`config.mk`:
```
export PLATFORM = sky130hd
export DESIGN_NAME = dl_port_responder_flat
export DESIGN_NICKNAME = d
export VERILOG_FILES = /design/src/rtl/dl_port_responder_pkg.sv /design/src/rtl/dl_port_responder_if.sv /design/src/rtl/dl_port_responder_sync.sv /design/src/rtl/dl_port_responder.sv /design/src/flat_wrapper.sv
export SDC_FILE = /design/constraint.sdc
export NUM_CORES = 1
export LEC_CHECK = 0
export ABC_CLOCK_PERIOD_IN_PS = 4780
export CAP_MARGIN = 20
export CORE_ASPECT_RATIO = 0.8
export CORE_MARGIN = 8
export CORE_UTILIZATION = 45
export DETAILED_ROUTE_END_ITERATION = 6
export PLACE_DENSITY_LB_ADDON = 0.05
export SKIP_CTS_REPAIR_TIMING = 1
export SLEW_MARGIN = 10
export SYNTH_ARGS = -nofsm -noshare
export SYNTH_HDL_FRONTEND = slang
export SYNTH_SLANG_ARGS = --single-unit
```
`constraint.sdc`:
```
create_clock -name clk_sys -period 4.78 [get_ports clk_sys]
set_clock_uncertainty 0.15 [all_clocks]
set_input_delay 0.956 -clock clk_sys [delete_from_list [all_inputs] [get_ports clk_sys]]
set_output_delay 0.956 -clock clk_sys [all_outputs]
set_load 0.03 [all_outputs]
```
`src/rtl/dl_port_responder_pkg.sv`:
```
// Shared types and helpers for the toggle req/ack port responder.
package dl_port_pkg;

  typedef enum logic [1:0] {IDLE, ISSUE, WAIT, DONE} state_e;

  localparam int DEF_AW = 23;
  localparam int DEF_DW = 16;

  // Width of the WAIT-state cycle counter; never narrower than one bit.
  function automatic int tmo_cnt_w(input int timeout);
    return (timeout < 1) ? 1 : $clog2(timeout + 1);
  endfunction

endpackage

```
`src/rtl/dl_port_responder_if.sv`:
```
// Port-side (toggle req/ack) and backend-side (level req / ready strobe) signal bundle.
interface dl_port_responder_if #(
  parameter int AW = 23,
  parameter int DW = 16
);
  localparam int BW = DW / 8;

  logic          port_req;
  logic          port_ack;
  logic [AW-1:0] port_a;
  logic [BW-1:0] port_ds;
  logic          port_we;
  logic [DW-1:0] port_d;
  logic [DW-1:0] port_q;
  logic          port_err;
  logic          mem_req;
  logic          mem_we;
  logic [AW-1:0] mem_addr;
  logic [BW-1:0] mem_be;
  logic [DW-1:0] mem_d;
  logic [DW-1:0] mem_q;
  logic          mem_ready;
  logic          busy;

  // Master is the initiator plus memory backend; slave is the responder.
  modport master (
    output port_req, port_a, port_ds, port_we, port_d, mem_q, mem_ready,
    input  port_ack, port_q, port_err, mem_req, mem_we, mem_addr, mem_be, mem_d, busy
  );

  modport slave (
    input  port_req, port_a, port_ds, port_we, port_d, mem_q, mem_ready,
    output port_ack, port_q, port_err, mem_req, mem_we, mem_addr, mem_be, mem_d, busy
  );

endinterface

```
`src/rtl/dl_port_responder_sync.sv`:
```
// Registers the toggle request once and flags a pending access when it differs from ack.
module dl_port_cdc_free_toggle_sync (
  input  logic clk_sys,
  input  logic reset_n,
  input  logic req_i,
  input  logic ack_i,
  output logic req_r_o,
  output logic pending_o
);

  logic req_q;

  always_ff @(posedge clk_sys) begin
    if (!reset_n) req_q <= 1'b0;
    else          req_q <= req_i;
  end

  assign req_r_o   = req_q;
  assign pending_o = req_q ^ ack_i;

endmodule

```
`src/rtl/dl_port_responder.sv`:
```
// Responder for the toggle req/ack port: one latched access per toggle on a ready-handshaked backend.
// Optional DL_PORT_CHECKSUM_EN adds a running 16-bit byte checksum of completed writes.
module dl_port_responder
  import dl_port_pkg::*;
#(
  parameter int AW      = DEF_AW,
  parameter int DW      = DEF_DW,
  parameter int TIMEOUT = 255
) (
  input  logic          clk_sys,
  input  logic          reset_n,
  dl_port_responder_if.slave bus
`ifdef DL_PORT_CHECKSUM_EN
  ,
  output logic [15:0]   csum,
  input  logic          csum_clr
`endif
);

  localparam int BW = DW / 8;
  localparam int CW = tmo_cnt_w(TIMEOUT);

  state_e        state_q;
  logic          ack_q;
  logic [DW-1:0] rdata_q;
  logic          err_q;
  logic          mreq_q;
  logic          mwe_q;
  logic [AW-1:0] maddr_q;
  logic [BW-1:0] mbe_q;
  logic [DW-1:0] mdata_q;
  logic [CW-1:0] cnt_q;
  logic          req_r;
  logic          pending;

  dl_port_cdc_free_toggle_sync u_sync (
    .clk_sys   (clk_sys),
    .reset_n   (reset_n),
    .req_i     (bus.port_req),
    .ack_i     (ack_q),
    .req_r_o   (req_r),
    .pending_o (pending)
  );

  always_ff @(posedge clk_sys) begin
    if (!reset_n) begin
      state_q <= IDLE;
      ack_q   <= 1'b0;
      rdata_q <= '0;
      err_q   <= 1'b0;
      mreq_q  <= 1'b0;
      mwe_q   <= 1'b0;
      maddr_q <= '0;
      mbe_q   <= '0;
      mdata_q <= '0;
      cnt_q   <= '0;
    end else begin
      case (state_q)
        IDLE: begin
          if (pending) begin
            maddr_q <= bus.port_a;
            mbe_q   <= bus.port_ds;
            mwe_q   <= bus.port_we;
            mdata_q <= bus.port_d;
            state_q <= ISSUE;
          end
        end
        ISSUE: begin
          mreq_q  <= 1'b1;
          cnt_q   <= '0;
          state_q <= WAIT;
        end
        WAIT: begin
          // A ready strobe in the final counted cycle still completes cleanly.
          if (bus.mem_ready) begin
            mreq_q <= 1'b0;
            if (!mwe_q) rdata_q <= bus.mem_q;
            state_q <= DONE;
          end else if ((TIMEOUT != 0) && (cnt_q == CW'(TIMEOUT))) begin
            mreq_q  <= 1'b0;
            err_q   <= 1'b1;
            state_q <= DONE;
          end else begin
            cnt_q <= cnt_q + CW'(1);
          end
        end
        DONE: begin
          ack_q   <= req_r;
          state_q <= IDLE;
        end
        default: state_q <= IDLE;
      endcase
    end
  end

  assign bus.port_ack = ack_q;
  assign bus.port_q   = rdata_q;
  assign bus.port_err = err_q;
  assign bus.mem_req  = mreq_q;
  assign bus.mem_we   = mwe_q;
  assign bus.mem_addr = maddr_q;
  assign bus.mem_be   = mbe_q;
  assign bus.mem_d    = mdata_q;
  assign bus.busy     = (state_q != IDLE);

`ifdef DL_PORT_CHECKSUM_EN
  function automatic logic [15:0] be_sum(input logic [BW-1:0] be, input logic [DW-1:0] d);
    logic [15:0] s;
    s = '0;
    for (int i = 0; i < BW; i++) begin
      if (be[i]) s = s + {8'h00, d[i*8 +: 8]};
    end
    return s;
  endfunction

  logic [15:0] csum_q;
  logic [15:0] csum_d;

  always_comb begin
    csum_d = csum_q;
    if (csum_clr)
      csum_d = '0;
    else if ((state_q == WAIT) && bus.mem_ready && mwe_q)
      csum_d = csum_q + be_sum(mbe_q, mdata_q);
  end

  always_ff @(posedge clk_sys) begin
    if (!reset_n) csum_q <= '0;
    else          csum_q <= csum_d;
  end

  assign csum = csum_q;
`endif

endmodule

```
`src/flat_wrapper.sv`:
```
// flat-port wrapper written by rule: the top's interface ports become plain ports
module dl_port_responder_flat import dl_port_pkg::*;
#(
  parameter int AW      = DEF_AW,
  parameter int DW      = DEF_DW,
  parameter int TIMEOUT = 255
)
  (clk_sys, reset_n, bus_port_req, bus_port_a, bus_port_ds, bus_port_we, bus_port_d, bus_mem_q, bus_mem_ready, bus_port_ack, bus_port_q, bus_port_err, bus_mem_req, bus_mem_we, bus_mem_addr, bus_mem_be, bus_mem_d, bus_busy);
  dl_port_responder_if #(.AW(AW), .DW(DW)) bus_i ();
  input  logic clk_sys;
  input  logic reset_n;
  input wire logic [$bits(bus_i.port_req)-1:0] bus_port_req;
  input wire logic [$bits(bus_i.port_a)-1:0] bus_port_a;
  input wire logic [$bits(bus_i.port_ds)-1:0] bus_port_ds;
  input wire logic [$bits(bus_i.port_we)-1:0] bus_port_we;
  input wire logic [$bits(bus_i.port_d)-1:0] bus_port_d;
  input wire logic [$bits(bus_i.mem_q)-1:0] bus_mem_q;
  input wire logic [$bits(bus_i.mem_ready)-1:0] bus_mem_ready;
  output wire logic [$bits(bus_i.port_ack)-1:0] bus_port_ack;
  output wire logic [$bits(bus_i.port_q)-1:0] bus_port_q;
  output wire logic [$bits(bus_i.port_err)-1:0] bus_port_err;
  output wire logic [$bits(bus_i.mem_req)-1:0] bus_mem_req;
  output wire logic [$bits(bus_i.mem_we)-1:0] bus_mem_we;
  output wire logic [$bits(bus_i.mem_addr)-1:0] bus_mem_addr;
  output wire logic [$bits(bus_i.mem_be)-1:0] bus_mem_be;
  output wire logic [$bits(bus_i.mem_d)-1:0] bus_mem_d;
  output wire logic [$bits(bus_i.busy)-1:0] bus_busy;
  assign bus_i.port_req = bus_port_req;
  assign bus_i.port_a = bus_port_a;
  assign bus_i.port_ds = bus_port_ds;
  assign bus_i.port_we = bus_port_we;
  assign bus_i.port_d = bus_port_d;
  assign bus_i.mem_q = bus_mem_q;
  assign bus_i.mem_ready = bus_mem_ready;
  assign bus_port_ack = bus_i.port_ack;
  assign bus_port_q = bus_i.port_q;
  assign bus_port_err = bus_i.port_err;
  assign bus_mem_req = bus_i.mem_req;
  assign bus_mem_we = bus_i.mem_we;
  assign bus_mem_addr = bus_i.mem_addr;
  assign bus_mem_be = bus_i.mem_be;
  assign bus_mem_d = bus_i.mem_d;
  assign bus_busy = bus_i.busy;
  dl_port_responder #(.AW(AW), .DW(DW), .TIMEOUT(TIMEOUT)) u_core (.clk_sys(clk_sys), .reset_n(reset_n), .bus(bus_i));
endmodule
```
==> flow_summary.ini, run 1 <==
[outcome]
status = finished, final reports clean

[critical_path]
cp.required_ns = 3.67
crit_path_start_kind = flop
worstPathCellList = inv_1, ha_1, inv_1, clkdlybuf4s50_1
worst-path-stages = 4
cp_common_cell = inv_1
cp_slowest_cell = clkdlybuf4s50_1
crit_family = buffers and inverters
crit_type = flop to output pin
cp_max_fo = 4
r2r_cells = 5
endpoint_kind = output pin
path_buf_inv = 3
cpPeakStageDelay_ns = 0.69
cp.arrival_ns = 1.82

[final_layout]
diodes = 0
ff_latch_area_um2 = 1440
nNetsFinal = 522
fillers = 471
multi_input_area_um2 = 1220
design_area_um2 = 4250
fin_cells = 542
drive_gt1_share_pct = 5.42
synthToLayoutAreaGrowth_pct = 53.7

[placed_design]
dp.cells = 525
place_ws_ns = 1.87
place_congestion = 0.852
io_buffers = 123
dpl-instance-area_um2 = 4030
hpwl_um = 5670

[timing]
rsz0062_at_grt = no
worst_pin_slew_ns = 0.949
drv_slew = 0
fin_crit_sh_pct = 61.3
slew_headroom_pct = 36.6
fin_setup_tns_ns = 0
fmax_ghz = 0.341
hold_violations = 0
fin_ws_ns = 1.85
period_needed_ns = 2.93
setup_violations = 0

[floorplanning]
io_pins = 124
fp.dieH_um = 86.1
num_rows = 25
coreArea_um2 = 5910
start_util_pct = 46.8
dieArea_um2 = 8920
die_x_um = 104

[drt]
drc = 0
vias = 2668
drt_iter0_drc = 109
viasPerCell = 4.92
post_drt_wl_per_cell_um = 14.8
drt-total-wl_um = 8000
firstDrtPassIters = 4
ant_nets = 0

[clocking]
numCtsBuffers = 9
cts_tree = built
htreeDepth = 3
clkTransAtPathRegs_ns = 0.07
cts_root_buffer = clkbuf_8
insertion_delay_ns = 0.34
cts_sinks = 72
cts_max_path_buffers = 2

[power_and_ir_drop]
p_sw_share_pct = 33.5
power_frac_seq_pct = 39.2
p_per_area_nw_per_um2 = 422
power.share.clock_pct = 28.8
p_switching_w = 0.000601
p_int_w = 0.00119
peakVddDrop_mv = 0.220
combPwrFrac_pct = 32.0
leakage_nw = 1.50

[synthesis]
yosys-top-cells-area = dfxtp_1 52%, nand2_1 17%, a21oi_1 9.8%, buf_2 1.8%, ha_1 1.8%
synth-xor-area-share_pct = 0.317
yosysMostFrequentCell = nand2_1
synth_nets = 406
ys.flop_type = dfxtp_1
synth_fa_ha_area_share_pct = 1.81
syn_avg_cell_area_um2 = 8.13
synth_cells = 340
synth-compound-area-share_pct = 17.1
netlist.area_leader.share_pct = 52.1
synth-simple-area-share_pct = 23.8
yosysTopAreaCell = dfxtp_1
synthMuxAreaShare_pct = 0.724
synth-async-reset-ratio_pct = 0
syn_area_um2 = 2770
synth_top_family_by_area = simple AND/OR/NAND/NOR gates
ys_warn_count = 0
ys_types = 41
synth_edf_count = 0
synth_commonest_cells = 127 x nand2_1, 72 x dfxtp_1, 54 x a21oi_1
synth.ff_latch_count = 72
seq_area_frac_synth_pct = 52.1

[global_route]
grt_pass1_wl_um = 12900
grt_remaining_overflow = 0
grt_pass1_vias = 2619
grt_max_degree = 55
antenna_found_initial = 0
grt.total_usage_pct = 18.0

[job]
drv_cap = 0

[hold_path]
hp-class = flop to flop
hold_depth = 2
[final timing paths]
| check | startpoint | end | slack (ns) |
|---|---|---|---|
| worst max-delay path | u_core.state_q[0]$_SDFFE_PN0P_ | bus_busy | 1.85 |
| worst min register to register | u_core.bus.port_q[10]$_SDFFE_PN0P_ | u_core.bus.port_q[10]$_SDFFE_PN0P_ | 0.30 |
| worst min-delay path | u_core.bus.port_q[10]$_SDFFE_PN0P_ | u_core.bus.port_q[10]$_SDFFE_PN0P_ | 0.30 |
| worst max register to register | u_core.bus.port_ack$_SDFFE_PN0N_ | u_core.bus.mem_addr[14]$_SDFFE_PN0P_ | 2.60 |
[logic make-up (layout without fill, tap and decap cells)]
logic type,Yosys count,count (layout)
AND/OR/NAND/NOR,155,155
AO/OA/AOI/OAI,79,79
flip-flops,72,72
buffers and inverters,27,148
adder cells (fa/ha/maj),4,4
multiplexers,2,2
XOR/XNOR,1,1
[cell usage in the layout, fill, tap and decap left out, drive strengths merged, types with 2 or more instances in the layout]
cell type / instances
o31a: 2
clkbuf: 11
bufinv: 2
o2111ai: 2
dfxtp: 72
o22ai: 2
a21boi: 8
clkinv: 2
nand4: 3
a31oi: 3
nor2b: 4
ha: 4
and2: 2
buf: 3
nand2: 127
nand3: 3
a21oi: 54
clkdlybuf4s50: 123
inv: 6
nor4b: 2
nand2b: 3
mux2i: 2
nor2: 2
[area by class of cell]
cell class | count | area share (%)
Clock inverter | 5 | 1.91
Timing Repair Buffer | 126 | 29.5
Multi-Input combinational cell | 241 | 28.7
Inverter | 6 | 0.530
Tap cell | 81 | 2.39
Sequential cell | 72 | 33.9
Clock buffer | 11 | 3.09
[metal layers]
metal / track usage [%] / part of all wire (%)
met1: 20.7 / 42
met3: 10.0 / 11
met2: 27.8 / 47
met5: 0 / 0
met4: 5.59 / 0.95
[power groups by stage]
stage	Clock (W)	Combinational, W	Sequential (W)
6_report	0.000517	0.000573	0.000704
4_1_cts	0.000529	0.000579	0.000704
2_1_floorplan	0	0.000225	0.000833
5_1_grt	0.000556	0.000621	0.000713
3_3_place_gp	0	0.000573	0.000715
3_5_place_dp	0	0.000578	0.000717
[per-stage QoR]
stage | total power (W) | hold slack [ns] | utilization [%]
floorplan | 0.00106 | 0.308 | -
global placement | 0.00129 | 0.291 | 68.1
detailed placement | 0.00129 | 0.296 | 68.1
CTS | 0.00181 | 0.306 | 71.7
global route | 0.00189 | 0.318 | 71.9
finish | 0.00179 | 0.304 | 71.9
[state kept, by name, summed over array words and instances, names as in the netlist]
| register | count |
|---|---|
| u_core.bus.mem_addr | 23 |
| u_core.bus.mem_we | 1 |
| u_core.bus.port_ack | 1 |
| u_core.bus.mem_be | 2 |
| u_core.bus.mem_d | 16 |
| u_core.bus.port_err | 1 |
| u_core.u_sync.req_r_o | 1 |
| u_core.bus.mem_req | 1 |
| u_core.bus.port_q | 16 |
| u_core.state_q | 2 |
| u_core.cnt_q | 8 |
[worst min-delay path: stages (launching register included)]
cell and delay, ns:
dfxtp_1 0.31, nand2_1 0.05, a21oi_1 0.05
Note: power is estimated with default switching activity, not from simulation.
==> inputs of run 2 (changes only) <==
- ABC_CLOCK_PERIOD_IN_PS: 4780 -> 2550
- CORE_UTILIZATION: 45 -> 37
- clock period: 4.78 -> 2.55 ns (I/O delays scaled with it)
==> run 2 against run 1 <==
  * Total power increased by 84%
  * Global-route usage fell by 2.2 points
  * Die area increased by 18%
  * Final area up 0.74%
  * Via count is 0.41% higher
  * Non-clock buffer count rose by 3
  * Final cell count is 2.2% higher
  * Clock-buffer cell count up 1
  * Core utilization down 13 points
  * Highest routed layer unchanged
==> flow_summary.ini, run 2 (same netlist as run 1, synthesis figures left out) <==
[power_and_ir_drop]
peakVddDrop_mv = 0.344
power_frac_seq_pct = 40.1
power.share.clock_pct = 25.9
p_switching_w = 0.00113
combPwrFrac_pct = 34.0
p_int_w = 0.00216
total_power_w = 0.00330
p_per_area_nw_per_um2 = 770
leakage_nw = 1.53
p_sw_share_pct = 34.4

[final_layout]
diodes = 0
final_cell_mix = 127 x nand2_1, 122 x clkdlybuf4s50_1, 72 x dfxtp_1
drive_gt1_share_pct = 6.03
largest_reg_flops = 23
layout_commonest_cell = nand2_1
synthToLayoutAreaGrowth_pct = 54.8
fillers = 661
nNetsFinal = 525
utilization_pct = 58.5

[global_route]
grt.total_usage_pct = 15.8
grt_pass1_vias = 2592
grt_pass1_wl_um = 13200
antenna_found_initial = 0
grt_remaining_overflow = 0
grt_max_degree = 55

[placed_design]
place_congestion = 0.813
io_buffers = 123
hpwl_um = 5750

[critical_path]
cp.required_ns = 1.89
cp.arrival_ns = 1.45
endpoint_kind = output pin
reg2reg_from = u_core.state_q[0]$_SDFFE_PN0P_
cp_max_fo = 4
crit_path_start_kind = flop
worstPathCellList = inv_1, ha_1, inv_1, dlymetal6s2s_1
cp_slowest_cell = dfxtp_1
crit_type = flop to output pin
cp_common_cell = inv_1
cpPeakStageDelay_ns = 0.37
critPathLaunch = u_core.state_q[0]$_SDFFE_PN0P_

[timing]
fin_setup_tns_ns = 0
slew_headroom_pct = 59.4
setup_violations = 0
drv_slew = 0
rsz0062_at_grt = no
fmax_ghz = 0.474
worst_pin_slew_ns = 0.609
hold_violations = 0
period_needed_ns = 2.11
fin_crit_sh_pct = 82.7

[drt]
vias = 2679
viasPerCell = 4.84
drt-total-wl_um = 8270
ant_nets = 0
drt_iter0_drc = 140
drc = 0
post_drt_wl_per_cell_um = 14.9
firstDrtPassIters = 4

[clocking]
numCtsBuffers = 9
clkTransAtPathRegs_ns = 0.07
cts_sinks = 72
htreeDepth = 3
cts_root_buffer = clkbuf_8
insertion_delay_ns = 0.34
cts_tree = built
cts_max_path_buffers = 2

[floorplanning]
fp.dieH_um = 93.3
die_x_um = 113
coreArea_um2 = 7320
io_pins = 124
start_util_pct = 37.8
dieArea_um2 = 10500
num_rows = 28

[hold_path]
min_from = u_core.bus.mem_d[8]$_SDFFE_PN0P_
hp-class = flop to flop

[job]
drv_cap = 0

[outcome]
status = finished, final reports clean
run 2: worst paths after layout:
path	slack (ns)	endpoint	cells past startpoint
setup / recovery	0.44	bus_busy	4
hold / removal	0.30	u_core.bus.mem_d[8]$_SDFFE_PN0P_	2
setup reg to reg	0.72	u_core.cnt_q[5]$_SDFFE_PN0P_	5
hold reg to reg	0.30	u_core.bus.mem_d[8]$_SDFFE_PN0P_	2
run 2: layout make-up:
class                           instances  area [um2]  share of cell area, %
Tap cell                               90         113                   2.63
Inverter                                6        22.5                  0.526
Multi-Input combinational cell        241        1220                   28.5
Sequential cell                        72        1440                   33.7
Clock inverter                          4        45.0                   1.05
Clock buffer                           12         135                   3.16
Timing Repair Buffer                  129        1300                   30.5
run 2: metrics by stage:
| stage | cell area, um2 | hold WS, ns | worst slack (ns) | std cells |
|---|---|---|---|---|
| 2_1_floorplan | 2770 | 0.308 | 0.805 | 340 |
| 3_3_place_gp | 4100 | 0.290 | 0.334 | 538 |
| 3_5_place_dp | 4100 | 0.296 | 0.303 | 538 |
| 4_1_cts | 4280 | 0.306 | 0.0339 | 554 |
| 5_1_grt | 4280 | 0.325 | 0.343 | 554 |
| 6_report | 4280 | 0.303 | 0.440 | 554 |
run 2: power groups by stage:
stage               Clock [W]  Combinational [W]  Sequential [W]
floorplan                   0           0.000422         0.00156
global placement            0            0.00113         0.00134
detailed placement          0            0.00113         0.00134
CTS                  0.000890            0.00114         0.00132
global route         0.000936            0.00122         0.00134
finish               0.000853            0.00112         0.00132
run 2: critical path, delay by kind of cell, from the launching register on:
kind,cells,cell delay (ns)
buffers and inverters,3,0.50
flip-flops,1,0.37
adder cells (fa/ha/maj),1,0.25
run 2: layer usage:
metal  up-vias  global-route usage (%)  routed length, um
met5         -                       0                  0
met4         0                    5.38                 56
met1      1237                    18.7               3640
met2        74                    23.8               3750
li1       1363                       -                  -
met3         5                    8.63                816
==> inputs of run 3 (changes only) <==
- ABC_CLOCK_PERIOD_IN_PS: 2550 -> 1800
- clock period: 2.55 -> 1.8 ns (I/O delays scaled with it)
==> run 3 against run 2 <==
  * Clock-buffer cell count fell by 1
  * Global-route usage fell by 0.25 points
  * Sequential power rose by 41%
  * Final cell count rose by 1.4%
  * Flip-flop and latch count did not move
  * Clock power rose by 43%
  * Via count rose by 0.19%
  * Critical path depth rose by 1
  * Non-clock buffer count rose by 8
  * First-iteration DRC count fell by 38%
  * Largest power group unchanged
  * Highest routed layer unchanged
==> flow_summary.ini, run 3 (same netlist as run 1, synthesis figures left out) <==
[outcome]
status = finished, final reports clean

[timing]
fin_crit_sh_pct = 97.0
drv_slew = 0
hold_violations = 0
worst_pin_slew_ns = 0.403
period_needed_ns = 1.75
setup_violations = 0
slew_headroom_pct = 72.8
fmax_ghz = 0.573
fin_setup_tns_ns = 0
rsz0062_at_grt = yes

[final_layout]
multi_input_area_um2 = 1230
fin_cells = 562
fillers = 672
utilization_pct = 62.0
drive_gt1_share_pct = 9.53
layout_commonest_cell = nand2_1
nNetsFinal = 533
final_cell_mix = 127 x nand2_1, 70 x dfxtp_1, 61 x clkdlybuf4s50_1, 61 x dlymetal6s2s_1, 54 x a21oi_1
diodes = 0
largest_reg_flops = 23
synthToLayoutAreaGrowth_pct = 64.3
ff_latch_area_um2 = 1440

[critical_path]
cp_slowest_cell = dfxtp_2
worst-path-stages = 5
crit_path_start_kind = flop
r2r_cells = 5
critPathLaunch = u_core.state_q[1]$_SDFFE_PN0P_
cp.required_ns = 1.29
path_buf_inv = 4
cp-endpoint = bus_busy
cp.arrival_ns = 1.24
r2r_end = u_core.cnt_q[5]$_SDFFE_PN0P_
rrSetupSlack_ns = 0.11
reg2reg_from = u_core.cnt_q[0]$_SDFFE_PN0P_
worstPathCellList = inv_1, ha_4, inv_4, buf_4, buf_12
cpPeakStageDelay_ns = 0.34
endpoint_kind = output pin
crit_family = buffers and inverters
cp_max_fo = 4
crit_type = flop to output pin

[global_route]
grt_max_degree = 55
grt_pass1_vias = 2644
antenna_found_initial = 0
grt.total_usage_pct = 15.5
grt_pass1_wl_um = 13000
grt_remaining_overflow = 0

[clocking]
cts_tree = built
cts_max_path_buffers = 2
cts_sinks = 72
htreeDepth = 3
clkTransAtPathRegs_ns = 0.08
cts_root_buffer = clkbuf_8
numCtsBuffers = 9
insertion_delay_ns = 0.35

[hold_path]
hp-class = flop to flop
hold_depth = 2

[power_and_ir_drop]
leakage_nw = 2.64
peakVddDrop_mv = 0.464
p_per_area_nw_per_um2 = 1060

[drt]
drt-met1-wl_um = 3480
wl_met2_um = 3710
viasPerCell = 4.78
drc = 0
drt_iter0_drc = 87
routed.top_layer = met4
post_drt_wl_per_cell_um = 14.5
drt-total-wl_um = 8140
firstDrtPassIters = 4
met3_length_um = 904
vias = 2684
ant_nets = 0

[placed_design]
dp.cells = 546
io_buffers = 123
place_congestion = 0.868
hpwl_um = 5880

[floorplanning]
fp.dieH_um = 93.3
io_pins = 124
die_x_um = 113
coreArea_um2 = 7320
num_rows = 28
start_util_pct = 37.8
dieArea_um2 = 10500

[job]
drv_cap = 0
[run 3: changes by cell type in the layout (fill, tap and decap cells not counted), moves of 2 or more]
cell and change:
buf_12 +2, buf_4 +7, clkbuf_1 -3, clkbuf_8 +2, clkdlybuf4s50_1 -61, clkinv_2 -3, clkinvlp_4 +3, dfxtp_1 -2
dfxtp_2 +2, dlymetal6s2s_1 +60, inv_1 -2
[run 3: worst register-to-register path, stage by stage, from the launching register on]
cell and delay [ns]:
dfxtp_1 0.33, ha_1 0.22, nand4_1 0.18, o2111ai_1 0.15
or4_1 0.50, o211ai_2 0.08
[run 3: layout make-up]
type,count,share of cell area [%]
clock inverters,5,0.882
clock buffers,11,3.33
multi-input cells,241,27.1
well taps,90,2.48
flip-flops and latches,72,31.8
inverters,6,0.551
repair buffers,137,33.8
[run 3: power by group]
| group | total [W] | internal [W] | switching (W) | leakage (nW) |
|---|---|---|---|---|
| clock network | 0.00122 | 0.000582 | 0.000639 | 0.0882 |
| registers | 0.00186 | 0.00178 | 0.0000885 | 0.586 |
| logic | 0.00172 | 0.000754 | 0.000966 | 1.97 |
[run 3: through the flow]
stage	hold WS [ns]	setup WS (ns)	power [W]	area, um2
after global placement	0.290	-0.188	0.00360	4180
after floorplan	0.308	0.0546	0.00281	2770
after CTS	0.308	-0.154	0.00485	4370
after global routing	0.319	-0.0134	0.00509	4540
after detailed placement	0.296	-0.205	0.00361	4180
final	0.302	0.0542	0.00480	4540
[run 3: worst min path at each step]
stage	from	to
after global placement	u_core.bus.port_q[4]$_SDFFE_PN0P_	u_core.bus.port_q[4]$_SDFFE_PN0P_
after CTS	u_core.bus.mem_addr[11]$_SDFFE_PN0P_	u_core.bus.mem_addr[11]$_SDFFE_PN0P_
after detailed placement	u_core.bus.mem_addr[11]$_SDFFE_PN0P_	u_core.bus.mem_addr[11]$_SDFFE_PN0P_
final	u_core.bus.mem_d[4]$_SDFFE_PN0P_	u_core.bus.mem_d[4]$_SDFFE_PN0P_
after floorplan	u_core.cnt_q[1]$_SDFFE_PN0P_	u_core.cnt_q[1]$_SDFFE_PN0P_
after global routing	u_core.bus.mem_addr[21]$_SDFFE_PN0P_	u_core.bus.mem_addr[21]$_SDFFE_PN0P_
[run 3: layer usage]
metal / global-route usage [%] / vias up
met1: 17.7 / 1217
met3: 10.3 / 5
met5: 0 / -
met4: 4.26 / 0
li1: - / 1383
met2: 23.5 / 79
==> patch (config.mk and constraints of run 1) <==
The 4 states of `state_e` get a Gray code encoding in 2 bits.
--- a/src/rtl/dl_port_responder_pkg.sv
+++ b/src/rtl/dl_port_responder_pkg.sv
@@ -3,3 +3,3 @@
 
-  typedef enum logic [1:0] {IDLE, ISSUE, WAIT, DONE} state_e;
+  typedef enum logic [1:0] {IDLE = 2'b00, ISSUE = 2'b01, WAIT = 2'b11, DONE = 2'b10} state_e;
 
Check against the original RTL: no difference found for any inputs over 10 cycles, from zero or initial values and one cycle with reset_n low; not proved beyond that.
==> patch against run 1 <==
- sequential cell count did not move
- first-iteration DRC count fell by 6.4%
- design area fell by 2.2%
- synthesized area is 1.7% lower
- worst setup slack better by 0.051 ns
- critical path type unchanged
- sequential share of layout area rose by 0.78 points
- wire length is 2.1% lower
- non-clock buffer count unchanged
Power is not compared: it rests on default switching activity, and its combinational part moved more than twofold at a synthesized area within 25%.
==> patch: results (changes against run 1) <==
[yosys]
synthMuxAreaShare_pct=0  ; -0.72 points
yosysSeqAreaShare_pct=53.04  ; +0.91 points
synth_common_cells=nand2_1 (121), dfxtp_1 (72), a21oi_1 (67), clkbuf_1 (12), buf_4 (6)
synth_fa_ha_area_share_pct=0.4604  ; -1.3 points
synth-xor-area-share_pct=0.3223  ; +0.0055 points
synth_area_leaders=dfxtp_1 (53%), nand2_1 (17%), a21oi_1 (12%), buf_4 (1.7%), clkbuf_1 (1.7%)
synth_cell_types=38  ; -7.3%
syn_nets=397  ; -2.2%
synth_compound_area_share_pct=16.85  ; -0.25 points

[route]
drt-total-wl_um=7825  ; -2.1%
drt_iter0_drc=102  ; -6.4%
top_layer_used=met4
met2_length_um=3710  ; -0.54%
firstDrtPassIters=4  ; unchanged
vias_per_cell=4.903  ; -0.40%
wl_met1_um=3293  ; -1.6%
dr_wl_met3_um=812  ; -3.3%

[critical_path]
rrSetupSlack_ns=2.80  ; +0.20 ns
crit_fanout=12  ; +8
crit_arrival_ns=1.77  ; -0.05 ns
reg2reg_depth=5  ; unchanged
rr_endpoint=u_core.bus.mem_addr[21]

[pwr]
ir_drop_mv=0.1883

[grt]
grt_pass1_vias=2431  ; -7.2%
grt_pass1_wl_um=12470  ; -3.6%
grt_max_degree=43  ; -22%
grtUsageMet1_pct=21.86  ; +1.2 points
grtUsageMet3_pct=10.84  ; +0.80 points
grtUsageTotal_pct=18.11  ; +0.13 points
met2_usage_pct=27.21  ; -0.64 points

[worst_hold_path]
holdPathStages=2  ; unchanged
hold_start=u_core.bus.port_q[7]

[final_layout]
antenna_cells=0  ; unchanged
drive_gt1_share_pct=5.947  ; +0.52 points
final_nets=513  ; -1.7%
largest_reg_flops=23  ; unchanged

[placed_design]
dp_hpwl_um=5652  ; -0.33%
postPlaceCellArea_mm2=0.003968  ; -1.5%
gp_congestion=0.7632  ; -10%
place_ws_ns=1.992  ; +0.1227 ns

[timing]
fin_crit_ns=2.880  ; -0.05055 ns
max_slew_margin_pct=55.75  ; +19 points

[clocking]
numCtsBuffers=9  ; unchanged
cts_max_path_buffers=2  ; unchanged

[outcome]
outcome=finished, final reports clean

-- patch: cell count changes in the layout (fill, tap and decap cells not counted), sizes merged, moves of 3 or more --
cell	change
a21oi	+13
a21boi	-8
nand2	-5
o21ai	+5
ha	-3
nor2b	-3
-- patch: logic make-up (layout without fill, tap and decap cells) --
group | count (synthesis) | after routing
xor+xnor | 1 | 1
buf+inv | 27 | 147
flops | 72 | 72
compound gates | 84 | 84
simple gates | 149 | 149
fa+ha+maj | 1 | 1
-- patch: how the worst min path moves through the flow --
stage / endpoint
floorplan: u_core.cnt_q[1]
detailed placement: u_core.bus.mem_addr[0]
finish: u_core.bus.port_q[7]
global route: u_core.bus.mem_d[10]
CTS: u_core.bus.port_q[7]
global placement: u_core.bus.port_q[2]
-- patch: critical path, stage by stage (launching register included) --
cell	delay [ns]
dfxtp_1	0.57
nor2_1	0.12
inv_1	0.07
clkdlybuf4s50_1	0.67
-- patch: power groups by stage --
stage | sequential [mW] | combinational [mW] | clock (mW)
2_1_floorplan | 0.694 | 0.0646 | 0
6_report | 0.640 | 0.215 | 0.460
5_1_grt | 0.642 | 0.232 | 0.496
3_3_place_gp | 0.653 | 0.213 | 0
3_5_place_dp | 0.654 | 0.216 | 0
4_1_cts | 0.640 | 0.217 | 0.475
-- patch: layout make-up --
| cell class | count | area (µm²) |
|---|---|---|
| clock buffer | 11 | 141.4 |
| clock inverter | 4 | 45.04 |
| fill | 520 | 1727 |
| inverter | 6 | 22.52 |
| multi-input combinational | 235 | 1136 |
| sequential | 72 | 1441 |
| tap | 81 | 101.3 |
| timing repair buffer | 126 | 1266 |
-- patch: per-stage QoR --
step / hold slack, ns / cells
after floorplan: 0.3125 / 334
after global placement: 0.2907 / 519
after detailed placement: 0.2955 / 520
after CTS: 0.3054 / 535
after global routing: 0.3266 / 535
final: 0.3047 / 535
